<file path="config.mk">
export PLATFORM = sky130hd
export DESIGN_NAME = lsu
export DESIGN_NICKNAME = d
export VERILOG_FILES = /design/src/rtl/lsu_pkg.sv /design/src/rtl/lsu_align.sv /design/src/rtl/lsu.sv
export SDC_FILE = /design/constraint.sdc
export NUM_CORES = 1
export LEC_CHECK = 0
export BUFFER_PORTS_ARGS = -buffer_cell sky130_fd_sc_hd__buf_2
export CAP_MARGIN = 25
export CELL_PAD_IN_SITES_DETAIL_PLACEMENT = 0
export CELL_PAD_IN_SITES_GLOBAL_PLACEMENT = 1
export CORE_UTILIZATION = 34
export DETAILED_ROUTE_END_ITERATION = 6
export PLACE_DENSITY_LB_ADDON = 0.1
export RECOVER_POWER = 100
export SLEW_MARGIN = 20
export SYNTH_ARGS = -nofsm -noshare
export SYNTH_HDL_FRONTEND = slang
export SYNTH_SLANG_ARGS = --single-unit
</file>
<file path="constraint.sdc">
create_clock -name clk -period 4.5 [get_ports clk]
set_input_delay 0.675 -clock clk [delete_from_list [all_inputs] [get_ports clk]]
set_output_delay 0.675 -clock clk [all_outputs]
set_load 0.03 [all_outputs]
</file>
<file path="src/rtl/lsu_pkg.sv">
// Shared mem_op encoding (also used by decode), FSM state type and small field helpers.
package lsu_pkg;

  // mem_op[4:3] operation
  localparam logic [1:0] OP_NOP = 2'b00;
  localparam logic [1:0] OP_RD  = 2'b01;
  localparam logic [1:0] OP_WR  = 2'b10;

  // mem_op[1:0] access length (2'b11 is reserved and behaves as a no-op)
  localparam logic [1:0] LEN_B  = 2'b00;
  localparam logic [1:0] LEN_H  = 2'b01;
  localparam logic [1:0] LEN_W  = 2'b10;
  localparam logic [1:0] LEN_RSV = 2'b11;

  typedef enum logic [1:0] {
    S_IDLE = 2'b00,
    S_REQ  = 2'b01,
    S_WAIT = 2'b10,
    S_DONE = 2'b11
  } lsu_state_t;

  function automatic logic [1:0] op_of(input logic [4:0] m);
    return m[4:3];
  endfunction

  function automatic logic sign_of(input logic [4:0] m);
    return m[2];
  endfunction

  function automatic logic [1:0] len_of(input logic [4:0] m);
    return m[1:0];
  endfunction

  // Only real reads/writes of a defined length touch memory; everything else is a no-op.
  function automatic logic op_active(input logic [4:0] m);
    return ((op_of(m) == OP_RD) || (op_of(m) == OP_WR)) && (len_of(m) != LEN_RSV)
           && (op_of(m) != OP_NOP);
  endfunction

endpackage

</file>
<file path="src/rtl/lsu_align.sv">
// Byte-lane steering for a 32-bit word port: strobes, store replication,
// load extraction with sign/zero extension, and misalignment detect.
module lsu_align
  import lsu_pkg::*;
(
  input  logic [1:0]  addr_lo_i,
  input  logic [1:0]  len_i,
  input  logic        sign_i,
  input  logic [31:0] wdata_i,
  input  logic [31:0] rdata_i,
  output logic [3:0]  be_o,
  output logic [31:0] wdata_o,
  output logic [31:0] rdata_o,
  output logic        misaligned_o
);

  logic [31:0] rsh;

  // Strobes, replicated store data and alignment check for the request side.
  always_comb begin
    be_o         = 4'b0000;
    wdata_o      = wdata_i;
    misaligned_o = 1'b0;
    case (len_i)
      LEN_B: begin
        be_o    = 4'b0001 << addr_lo_i;
        wdata_o = {4{wdata_i[7:0]}};
      end
      LEN_H: begin
        be_o         = 4'b0011 << addr_lo_i;
        wdata_o      = {2{wdata_i[15:0]}};
        misaligned_o = addr_lo_i[0];
      end
      LEN_W: begin
        be_o         = 4'b1111;
        misaligned_o = |addr_lo_i;
      end
      default: ;
    endcase
  end

  // Shift the addressed lane down to bit 0, then extend to 32 bits.
  always_comb begin
    rsh     = rdata_i >> {addr_lo_i, 3'b000};
    rdata_o = rsh;
    case (len_i)
      LEN_B:   rdata_o = {{24{sign_i & rsh[7]}}, rsh[7:0]};
      LEN_H:   rdata_o = {{16{sign_i & rsh[15]}}, rsh[15:0]};
      default: rdata_o = rsh;
    endcase
  end

endmodule

</file>
<file path="src/rtl/lsu.sv">
// MEM-stage load/store unit: drives the word-wide data memory handshake and
// stalls the pipeline while an access is outstanding.
module lsu
  import lsu_pkg::*;
#(
  parameter int ADDR_W = 32,
  parameter int DATA_W = 32
) (
  input  logic              clk,
  input  logic              rst,
  input  logic              ex_valid,
  input  logic [4:0]        mem_op,
  input  logic [ADDR_W-1:0] ex_addr,
  input  logic [DATA_W-1:0] ex_wdata,
  output logic              lsu_stall,
  output logic              lsu_done,
  output logic [DATA_W-1:0] lsu_rdata,
  output logic              lsu_misaligned,
  output logic              dmem_req,
  input  logic              dmem_gnt,
  output logic              dmem_we,
  output logic [ADDR_W-1:0] dmem_addr,
  output logic [3:0]        dmem_be,
  output logic [DATA_W-1:0] dmem_wdata,
  input  logic              dmem_rvalid,
  input  logic [DATA_W-1:0] dmem_rdata
);

  lsu_state_t        state_q, state_d;
  logic [ADDR_W-1:0] addr_q, addr_d;
  logic [1:0]        len_q, len_d;
  logic              sign_q, sign_d;
  logic              req_q, req_d;
  logic              we_q, we_d;
  logic [3:0]        be_q, be_d;
  logic [DATA_W-1:0] wdata_q, wdata_d;
  logic [DATA_W-1:0] rdata_q, rdata_d;
  logic              mis_q, mis_d;

  logic [1:0]        al_addr_lo;
  logic [1:0]        al_len;
  logic              al_sign;
  logic [3:0]        al_be;
  logic [DATA_W-1:0] al_wdata;
  logic [DATA_W-1:0] al_rdata;
  logic              al_mis;

  // In IDLE the aligner looks at the incoming command; afterwards at the latched one.
  always_comb begin
    al_addr_lo = addr_q[1:0];
    al_len     = len_q;
    al_sign    = sign_q;
    if (state_q == S_IDLE) begin
      al_addr_lo = ex_addr[1:0];
      al_len     = len_of(mem_op);
      al_sign    = sign_of(mem_op);
    end
  end

  lsu_align u_align (
    .addr_lo_i    (al_addr_lo),
    .len_i        (al_len),
    .sign_i       (al_sign),
    .wdata_i      (ex_wdata),
    .rdata_i      (dmem_rdata),
    .be_o         (al_be),
    .wdata_o      (al_wdata),
    .rdata_o      (al_rdata),
    .misaligned_o (al_mis)
  );

  // Next-state, registered-output updates and stall/done decode.
  always_comb begin
    state_d   = state_q;
    addr_d    = addr_q;
    len_d     = len_q;
    sign_d    = sign_q;
    req_d     = req_q;
    we_d      = we_q;
    be_d      = be_q;
    wdata_d   = wdata_q;
    rdata_d   = rdata_q;
    mis_d     = mis_q;
    lsu_stall = 1'b0;
    lsu_done  = 1'b0;
    case (state_q)
      S_IDLE: begin
        if (ex_valid && op_active(mem_op)) begin
          lsu_stall = 1'b1;
          if (al_mis) begin
            // Misaligned: report immediately, never touch memory.
            state_d = S_DONE;
            mis_d   = 1'b1;
            rdata_d = '0;
          end else begin
            state_d = S_REQ;
            addr_d  = ex_addr;
            len_d   = len_of(mem_op);
            sign_d  = sign_of(mem_op);
            req_d   = 1'b1;
            we_d    = (op_of(mem_op) == OP_WR);
            be_d    = al_be;
            wdata_d = al_wdata;
            rdata_d = '0;
            mis_d   = 1'b0;
          end
        end
      end
      S_REQ: begin
        lsu_stall = 1'b1;
        if (dmem_gnt) begin
          req_d   = 1'b0;
          state_d = we_q ? S_DONE : S_WAIT;
        end
      end
      S_WAIT: begin
        lsu_stall = 1'b1;
        if (dmem_rvalid) begin
          rdata_d = al_rdata;
          state_d = S_DONE;
        end
      end
      S_DONE: begin
        lsu_done = 1'b1;
        mis_d    = 1'b0;
        state_d  = S_IDLE;
      end
      default: state_d = S_IDLE;
    endcase
  end

  // State and memory-port registers with synchronous reset.
  always_ff @(posedge clk) begin
    if (rst) begin
      state_q <= S_IDLE;
      addr_q  <= '0;
      len_q   <= LEN_B;
      sign_q  <= 1'b0;
      req_q   <= 1'b0;
      we_q    <= 1'b0;
      be_q    <= 4'b0000;
      wdata_q <= '0;
      rdata_q <= '0;
      mis_q   <= 1'b0;
    end else begin
      state_q <= state_d;
      addr_q  <= addr_d;
      len_q   <= len_d;
      sign_q  <= sign_d;
      req_q   <= req_d;
      we_q    <= we_d;
      be_q    <= be_d;
      wdata_q <= wdata_d;
      rdata_q <= rdata_d;
      mis_q   <= mis_d;
    end
  end

  assign dmem_req       = req_q;
  assign dmem_we        = we_q;
  assign dmem_addr      = {addr_q[ADDR_W-1:2], 2'b00};
  assign dmem_be        = be_q;
  assign dmem_wdata     = wdata_q;
  assign lsu_rdata      = rdata_q;
  assign lsu_misaligned = mis_q;

endmodule

</file>
# Word level (Yosys, flattened, before mapping)
# Index checks and enable logic that the tools add are counted.
# word_totals
inputBits,106
romBits,0
ff_bits,108
mem_count,0
latch_bits,0
word_cells,71
ram_bits,0
out_inout_bits,105
# op_classes
n_lt_le_gt_ge,0
addsub,0
n_bitwise,3
mul,0
reduce_logical,17
shifts,3
n_mux,26
div,0
eq_ne,12
# ops
op,n
$pmux 32 s2,3
$mux 32,2
$shr 32x5->32,1
$mux 2,6
$pmux 4 s3,1
$mux 1,9
$reduce_and 3->1,3
$eq 2x2->1 const B,4
$ne 2x2->1 const B,4
$pmux 1 s2,4
$pmux 2 s4,1
$reduce_bool 2->1,4
$eq 2x1->1 const B,3
$logic_not 2->1,2
$reduce_and 4->1,1
$reduce_or 2->1,2
$shl 1x2->4 const A,1
$shl 2x2->4 const A,1
$logic_and 1x1->1,3
$and 1x1->1,2
$ne 2x1->1 const B,1
$reduce_and 2->1,1
$logic_or 1x1->1,1
$not 1->1,1

# Depth between registers and ports, before layout
# Gate-level depths: netlist of the first run.
# logic_depth
depth_word,7
ltp_mapped,14
mapped_depth_nobuf,9

# Modules after synthesis
# From an unflattened synthesis of the first run, not the netlist that was laid out.
# unflattened
cells_unflattened,654
area_unflattened_um2,5584.1
# by_module_without_submodules
mod,cells_per_inst,area_each_um2,seq_area_each_um2,n_inst
lsu,472,4254.1,2162.1,1
lsu_align,182,1330.0,0.0,1

# Worst setup path after synthesis of the first run
# OpenSTA, ideal clock, no wires.
# synth_path
kind,reg-to-reg
startpoint,reg state_q[0]
endpoint,reg rdata_q[24] (netlist: lsu_rdata[24])
setup_ns,0.061
period_less_slack_ns,3.276
required_ns,4.439
arrival_ns,3.215
stages_incl_launch_ff,14
setup_slack_ns,1.224
n_path_buf,5
cell_sequence,dfxtp_1 inv_1 ha_1 buf_4 mux2i_1 clkbuf_1 buf_1 ha_1 clkbuf_1 inv_1 o32ai_4 o211a_4 buf_4 a221o_1
# synth_between
elab_chain_len,7
elab_cells_between_ends,17
classes_between,4 x eq/ne; 1 x shift; 6 x mux; 2 x bitwise; 4 x reduce/logical
# synth_rtl
element,line_no,rtl
start: declaration,lsu.sv:29,"lsu_state_t state_q, state_d;"
start signal: assignment,lsu.sv:146,state_q <= state_d;
$logic_not 2->1,"lsu.sv:53, lsu.sv:86",
$mux 2,lsu.sv:53,if (state_q == S_IDLE) begin
$shr 32x5->32,lsu_align.sv:44,"rsh = rdata_i >> {addr_lo_i, 3'b000};"
$and 1x1->1 (on tied branches),"lsu_align.sv:48, lsu_align.sv:47",
$pmux 32 s2,lsu_align.sv:46,case (len_i)
$mux 32,lsu.sv:118,if (dmem_rvalid) begin
$pmux 32 s2,lsu.sv:86,case (state_q)
end signal: assignment,lsu.sv:154,rdata_q <= rdata_d;
end: declaration,lsu.sv:37,"logic [DATA_W-1:0] rdata_q, rdata_d;"
# Several ways; a longest one is shown, not always the timed one. The select of a mux whose other input is x is not followed.
# A chain may end at the register's enable or synchronous reset.

# Worst setup path in the final report of the first run
# layout_path
startpoint,reg state_q[0]
endpoint,reg wdata_q[21] (netlist: dmem_wdata[21])
# layout_between
elab_chain_len,6
elab_cells_between_ends,11
classes_between,2 x eq/ne; 4 x mux; 1 x bitwise; 4 x reduce/logical
# layout_rtl
element,line_no,rtl
$logic_not 2->1 (*),"lsu.sv:53, lsu.sv:86",
$mux 2,lsu.sv:53,
$eq 2x2->1 (tied with other cells),lsu_align.sv:24,case (len_i)
$pmux 1 s2,lsu_align.sv:24,
$not 1->1 (no source line),--,
$reduce_and 3->1 (no source line),--,
end signal: assignment,lsu.sv:153,wdata_q <= wdata_d;
end: declaration,lsu.sv:36,"logic [DATA_W-1:0] wdata_q, wdata_d;"
# Every way passes the cells marked *; elsewhere a longest branch is shown, timed or not.

==> results of run 1 <==
-- area by class of cell --
| type | instances | area [µm²] |
|---|---|---|
| clock inverter | 3 | 68.82 |
| fill | 1548 | 8367 |
| clock buffer | 13 | 260.3 |
| tap | 184 | 230.2 |
| timing repair buffer | 219 | 987.2 |
| sequential | 108 | 2162 |
| inverter | 14 | 52.55 |
| multi-input combinational | 425 | 2461 |
-- layout by cell type, fill, tap and decap left out, types with 3 or more instances in the layout --
cell | synthesis | final
a221oi_1 | 9 | 9
dfxtp_1 | 108 | 108
or3_1 | 3 | 3
a21oi_1 | 67 | 67
clkbuf_16 | 0 | 9
o21ai_0 | 5 | 5
o2bb2ai_1 | 8 | 8
inv_1 | 14 | 14
mux2i_1 | 18 | 17
nand2b_1 | 4 | 4
nor2_1 | 37 | 37
clkbuf_2 | 0 | 3
nand2_1 | 158 | 158
a311oi_1 | 10 | 10
nand3_1 | 9 | 9
buf_4 | 35 | 8
a221o_1 | 23 | 23
o211ai_1 | 20 | 20
nor3_1 | 5 | 5
buf_2 | 13 | 105
a31oi_1 | 4 | 4
ha_1 | 9 | 9
a32oi_1 | 7 | 7
clkbuf_1 | 27 | 105
-- path summary, 6_finish.rpt --
kind	from	endpoint	slack (ns)
setup / recovery	state_q[0]	dmem_wdata[21]	0.73
hold / removal	dmem_wdata[30]	dmem_wdata[30]	0.45
setup reg to reg	state_q[0]	dmem_wdata[21]	0.73
hold reg to reg	dmem_wdata[30]	dmem_wdata[30]	0.45
-- flip-flops by register name, summed over array words and instances, names as in the netlist --
signal	count
len_q	2
dmem_we	1
lsu_misaligned	1
dmem_req	1
state_q	2
sign_q	1
dmem_wdata	32
addr_q	32
lsu_rdata	32
dmem_be	4
-- worst max-delay path: stages, from the launching register on --
cell,delay [ns]
dfxtp_1,0.33
inv_1,0.13
ha_1,0.70
mux2i_4,0.35
inv_1,0.31
ha_1,0.31
a32o_1,0.28
a21oi_4,0.17
clkbuf_2,0.70
nor2_1,0.09
a311oi_1,0.28
-- where the power goes --
| part | switching (mW) | internal (mW) |
|---|---|---|
| clock network | 0.356 | 0.520 |
| registers | 0.0522 | 1.05 |
| logic | 1.02 | 0.472 |
| total | 1.43 | 2.04 |
-- metal layers --
metal / track usage / up-vias
met2: 0.3286 / 172
met1: 0.2540 / 2302
met3: 0.06486 / 11
met5: 0 / -
met4: 0.04678 / 0
li1: - / 2457
-- kinds of logic (layout without fill, tap and decap cells) --
| kind of cell | Yosys count | count (layout) | synth area share |
|---|---|---|---|
| AO/OA/AOI/OAI | 169 | 169 | 0.2402 |
| adder cells (fa/ha/maj) | 9 | 9 | 0.02204 |
| buffers and inverters | 92 | 249 | 0.09647 |
| flip-flops | 108 | 108 | 0.4231 |
| multiplexers | 20 | 20 | 0.04016 |
| other | 1 | 2 | 0.0007339 |
| AND/OR/NAND/NOR | 225 | 225 | 0.1773 |
-- per-stage QoR --
stage	worst slack, ns	hold WS, ns	instance area (µm²)	cells	util
5_1_grt	0.3650	0.4698	6222	966	0.4265
6_report	0.7341	0.4536	6222	966	0.4265
4_1_cts	0.9142	0.4556	6374	966	0.4369
3_5_place_dp	0.9284	0.4422	6045	950	0.4143
2_1_floorplan	1.224	0.4357	5114	625	-
3_3_place_gp	1.056	0.4375	6045	950	0.4143
-- Yosys cell counts, types with 5 or more instances --
cell	count	area, µm²
mux2i_1	18	180.2
dfxtp_1	108	2162
buf_4	35	262.8
nand3_1	9	45.04
a21oi_1	67	335.3
o21ai_0	5	25.02
a221oi_1	9	78.83
o211ai_1	20	150.1
nand2_1	158	593.1
inv_1	14	52.55
nor3_1	5	25.02
a311oi_1	10	87.58
a32oi_1	7	61.31
ha_1	9	112.6
buf_2	13	65.06
clkbuf_1	27	101.4
a221o_1	23	230.2
nor2_1	37	138.9
o2bb2ai_1	8	70.07
==> results.toml, run 1 <==
[place]
io_buffers = 208
gp_congestion = 0.7860
hpwlAfterDp_um = 11180

[worst_hold_path]
hold_class = "reg -> reg"
min_path_cells = 2

[timing]
fmax_mhz = 265.5
setup_tns_ns = 0
hold_violations = 0
drv_slew = 0
slew_headroom = 0.07178
rsz0062_at_grt = "false"
worstMarginPinSlew_ns = 1.354
period_needed_ns = 3.766
fin_skew_ns = 0.005967
setup_viol = 0
period_share = 0.8369

[worst_setup_path]
cp.arrival_ns = 4.02
worst-path-max-fanout = 45
worstPathRequired_ns = 4.76
criticalPathCategory = "reg -> reg"
worstRegToRegCells = 10
critPathLaunchType = "flip-flop"
worst_setup_path_end_kind = "flip-flop"

[clocking]
clkTransAtPathRegs_ns = 0.07
clk_latency_ns = 0.35
clock_path_buffers = 2
htree_num_levels = 3
root_buffer = "clkbuf_16"
cts_tree = "done"
post_cts_buffers = 0
cts_hold_buffers = 0
cts-resized-gates = 0
cts_buffers = 9
cts_sinks = 108

[route]
route.antenna.remaining_nets = 0
met1_length_um = 7087
via_count = 4942
drt_iter0_markers = 261
met2_length_um = 7262
drt-pass1-iter-count = 5
drcViolationCount = 0
viasPerCell = 5.116
drt-total-wl_um = 15660
post_drt_wl_per_cell_um = 16.21
top_layer_used = "met4"
wl_met3_um = 1158

[global_route]
antenna_found_initial = 0
grt_pass1_wl_um = 24990
grt_max_degree = 50
grt_use_total = 0.2005
grt_pass1_vias = 4785
grt_overflow_total = 0

[die]
fp.coreArea_um2 = 14590
die_y_um = 124.6
die_area_um2 = 15520
start_util = 0.3503
placementRows = 44
die_w_um = 124.6
io_pins = 211

[synth]
async_flop_share = 0
ys_seq_area_frac = 0.4231
synthCells = 624
ys_seq_elements = 108
synth.distinct_cells = 46
syn-cell-area_um2 = 5110
syn_area_per_cell_um2 = 8.189
yosys_warnings = 0
synth_edf_count = 0
ys.flop_type = "dfxtp_1"

[layout]
area.growth.synth_to_final_pct = 21.77
drive_above_1_share = 0.1765
nets = 892
n_antenna_cell = 0

[power_and_ir_drop]
totalPowerFinal_mw = 3.467
peakVddDrop_mv = 0.2053
powerDensity_nw_per_um2 = 557.1
leakage_nw = 2.476

[run]
max_cap_viol_count = 0

[run_status]
status = "finished, final reports clean"
Note: power is estimated with default switching activity, not from simulation.
==> run 2: changes to the inputs <==
--- a/config.mk
+++ b/config.mk
@@ -5,6 +5,7 @@
 export SDC_FILE = /design/constraint.sdc
 export NUM_CORES = 1
 export LEC_CHECK = 0
+export ABC_AREA = 1
 export BUFFER_PORTS_ARGS = -buffer_cell sky130_fd_sc_hd__buf_2
 export CAP_MARGIN = 25
 export CELL_PAD_IN_SITES_DETAIL_PLACEMENT = 0
==> constraint.sdc (replaced) <==
create_clock -name clk -period 3.7 [get_ports clk]
set_input_delay 0.555 -clock clk [delete_from_list [all_inputs] [get_ports clk]]
set_output_delay 0.555 -clock clk [all_outputs]
set_load 0.03 [all_outputs]
==> results.toml, run 2 <==
[timing]
drv_slew = 0
fmax_mhz = 310.8
rsz0062_at_grt = "false"
setup_ws_ns = 0.4828
setup_viol = 0
period_needed_ns = 3.217
slew_headroom = 0.4953
holdWs_ns = 0.4493
fin_skew_ns = 0.006513
period_share = 0.8695
hold_violations = 0
setup_tns_ns = 0
worstMarginPinSlew_ns = 0.7570

[route]
drt_iter0_markers = 330
via_count = 5698
route.antenna.remaining_nets = 0
post_drt_wl_per_cell_um = 14.39
drt-pass1-iter-count = 7
viasPerCell = 4.729
drcViolationCount = 0
drt-total-wl_um = 17340

[worst_setup_path]
worstRegToRegCells = 16
critPathMaxStageDelay_ns = 0.54
critPathLaunchType = "flip-flop"
reg2reg_from = "state_q[0]"
cpLargestDelayFamily = "buffers and inverters"
crit_end = "addr_q[5]"
path_cells = "inv_1 > ha_1 > inv_2 > nand2_1 > o21ai_4 > buf_4 > inv_1 > ha_1 > inv_1 > nand2_1 > nand3_1 > nand2_4 > inv_2 > buf_4 > nor2_1 > nor2_1"
worst_setup_path_end_kind = "flip-flop"
cp.arrival_ns = 3.51
worstPathRequired_ns = 4.00
slowest_stage = "buf_4"
cpMostUsedCell = "inv_1"
critical_path.startpoint = "state_q[0]"
worst-path-stages = 16
r2r_slack_ns = 0.48
worst-path-buf-inv = 7
worst-path-max-fanout = 53
criticalPathCategory = "reg -> reg"
r2r_end = "addr_q[5]"

[die]
placementRows = 46
die_y_um = 130.5
io_pins = 211
start_util = 0.3509
fp.coreArea_um2 = 16000
die_w_um = 130.5
die_area_um2 = 17030

[place]
dpl_worst_slack_ns = 0.5269
io_buffers = 208
dp_cells = 1189
placed_cell_area_um2 = 6479
hpwlAfterDp_um = 12070
gp_congestion = 0.7923

[synth]
syn_area_per_cell_um2 = 6.691
ys.flop_type = "dfxtp_1"
synth_edf_count = 0
yosysMostFrequentCell = "nand2_1"
syn-cell-area_um2 = 5614
yosys_warnings = 0
async_flop_share = 0
yosys-top-cells-count = "187 x nand2_1, 136 x nor2_1, 116 x o21ai_0, 108 x dfxtp_1, 62 x nand3_1"
synth_top_area_share = 0.3851
ys_seq_elements = 108
ys_seq_area_frac = 0.3851
synthCells = 839
yosys.area.top_type = "dfxtp_1"
synth.distinct_cells = 30
ys_top_cells_by_area = "dfxtp_1 39%, nand2_1 13%, o21ai_0 10%, nor2_1 9.1%, nand3_1 5.5%"

[clocking]
cts-resized-gates = 0
htree_num_levels = 3
cts_hold_buffers = 0
clock_path_buffers = 2
cts_buffers = 9
cts_sinks = 108
cts_tree = "done"
root_buffer = "clkbuf_16"
clk_latency_ns = 0.35
post_cts_buffers = 0
clkTransAtPathRegs_ns = 0.08

[global_route]
grt_pass1_vias = 5158
grt_max_degree = 79
grt_use_total = 0.1970
grt_overflow_total = 0
grt_pass1_wl_um = 26400
antenna_found_initial = 0

[layout]
nFillCells = 1883
final_cells = 1205
layout_commonest_cell = "nand2_1"
final_core_util = 0.4145
mostFrequentLayoutCells = "189 x nand2_1, 136 x nor2_1, 118 x o21ai_0"
drive_above_1_share = 0.1496
nets = 1100
area.growth.synth_to_final_pct = 18.12
finalInstanceArea_um2 = 6631
n_antenna_cell = 0

[power_and_ir_drop]
leakage_nw = 2.861
peakVddDrop_mv = 0.2793
powerDensity_nw_per_um2 = 694.2
totalPowerFinal_mw = 4.604

[run_status]
status = "finished, final reports clean"

[worst_hold_path]
min_from = "ex_addr[2]"
hold_class = "in -> reg"

[run]
max_cap_viol_count = 0
[run 2: worst min path at each step]
| stage | end | slack (ns) | cells after the start |
|---|---|---|---|
| floorplan | len_q[0] | 0.42 | 2 |
| global placement | sign_q | 0.45 | 2 |
| detailed placement | len_q[0] | 0.45 | 2 |
| CTS | addr_q[2] | 0.44 | 3 |
| global route | addr_q[11] | 0.45 | 3 |
| finish | addr_q[2] | 0.45 | 3 |
[run 2: per-layer routing]
layer	GRT usage	routed length (µm)
met4	0.05882	195
met2	0.3308	7908
met3	0.04112	1114
met1	0.2533	8123
met5	0	0
[run 2: kinds of logic (layout without fill, tap and decap cells)]
kind of cell    after synthesis  count (layout)  share of synthesized area
buf+inv                     131             280                     0.1244
compound gates              182             182                     0.1656
other cells                   1               2                  0.0006680
flops                       108             108                     0.3851
fa+ha+maj                     9               9                    0.02006
simple gates                408             408                     0.3042
[run 2: report_power, final]
part | switching [mW] | total, mW | internal, mW
registers | 0.0842 | 1.41 | 1.32
clock network | 0.466 | 0.949 | 0.482
logic | 1.63 | 2.25 | 0.620
[run 2: tightest hold or removal path, cell delays in order]
cell and delay (ns):
buf_2 0.07, o21ai_0 0.07, nor2_1 0.07
[run 2: area by class of cell]
type	instances	area (µm²)	share of cell area
clock buffers	10	239.0	0.03604
multi-input cells	601	2738	0.4128
flip-flops and latches	108	2162	0.3260
inverters	46	172.7	0.02604
well taps	216	270.3	0.04075
repair buffers	219	1007	0.1519
clock inverters	5	42.54	0.006415
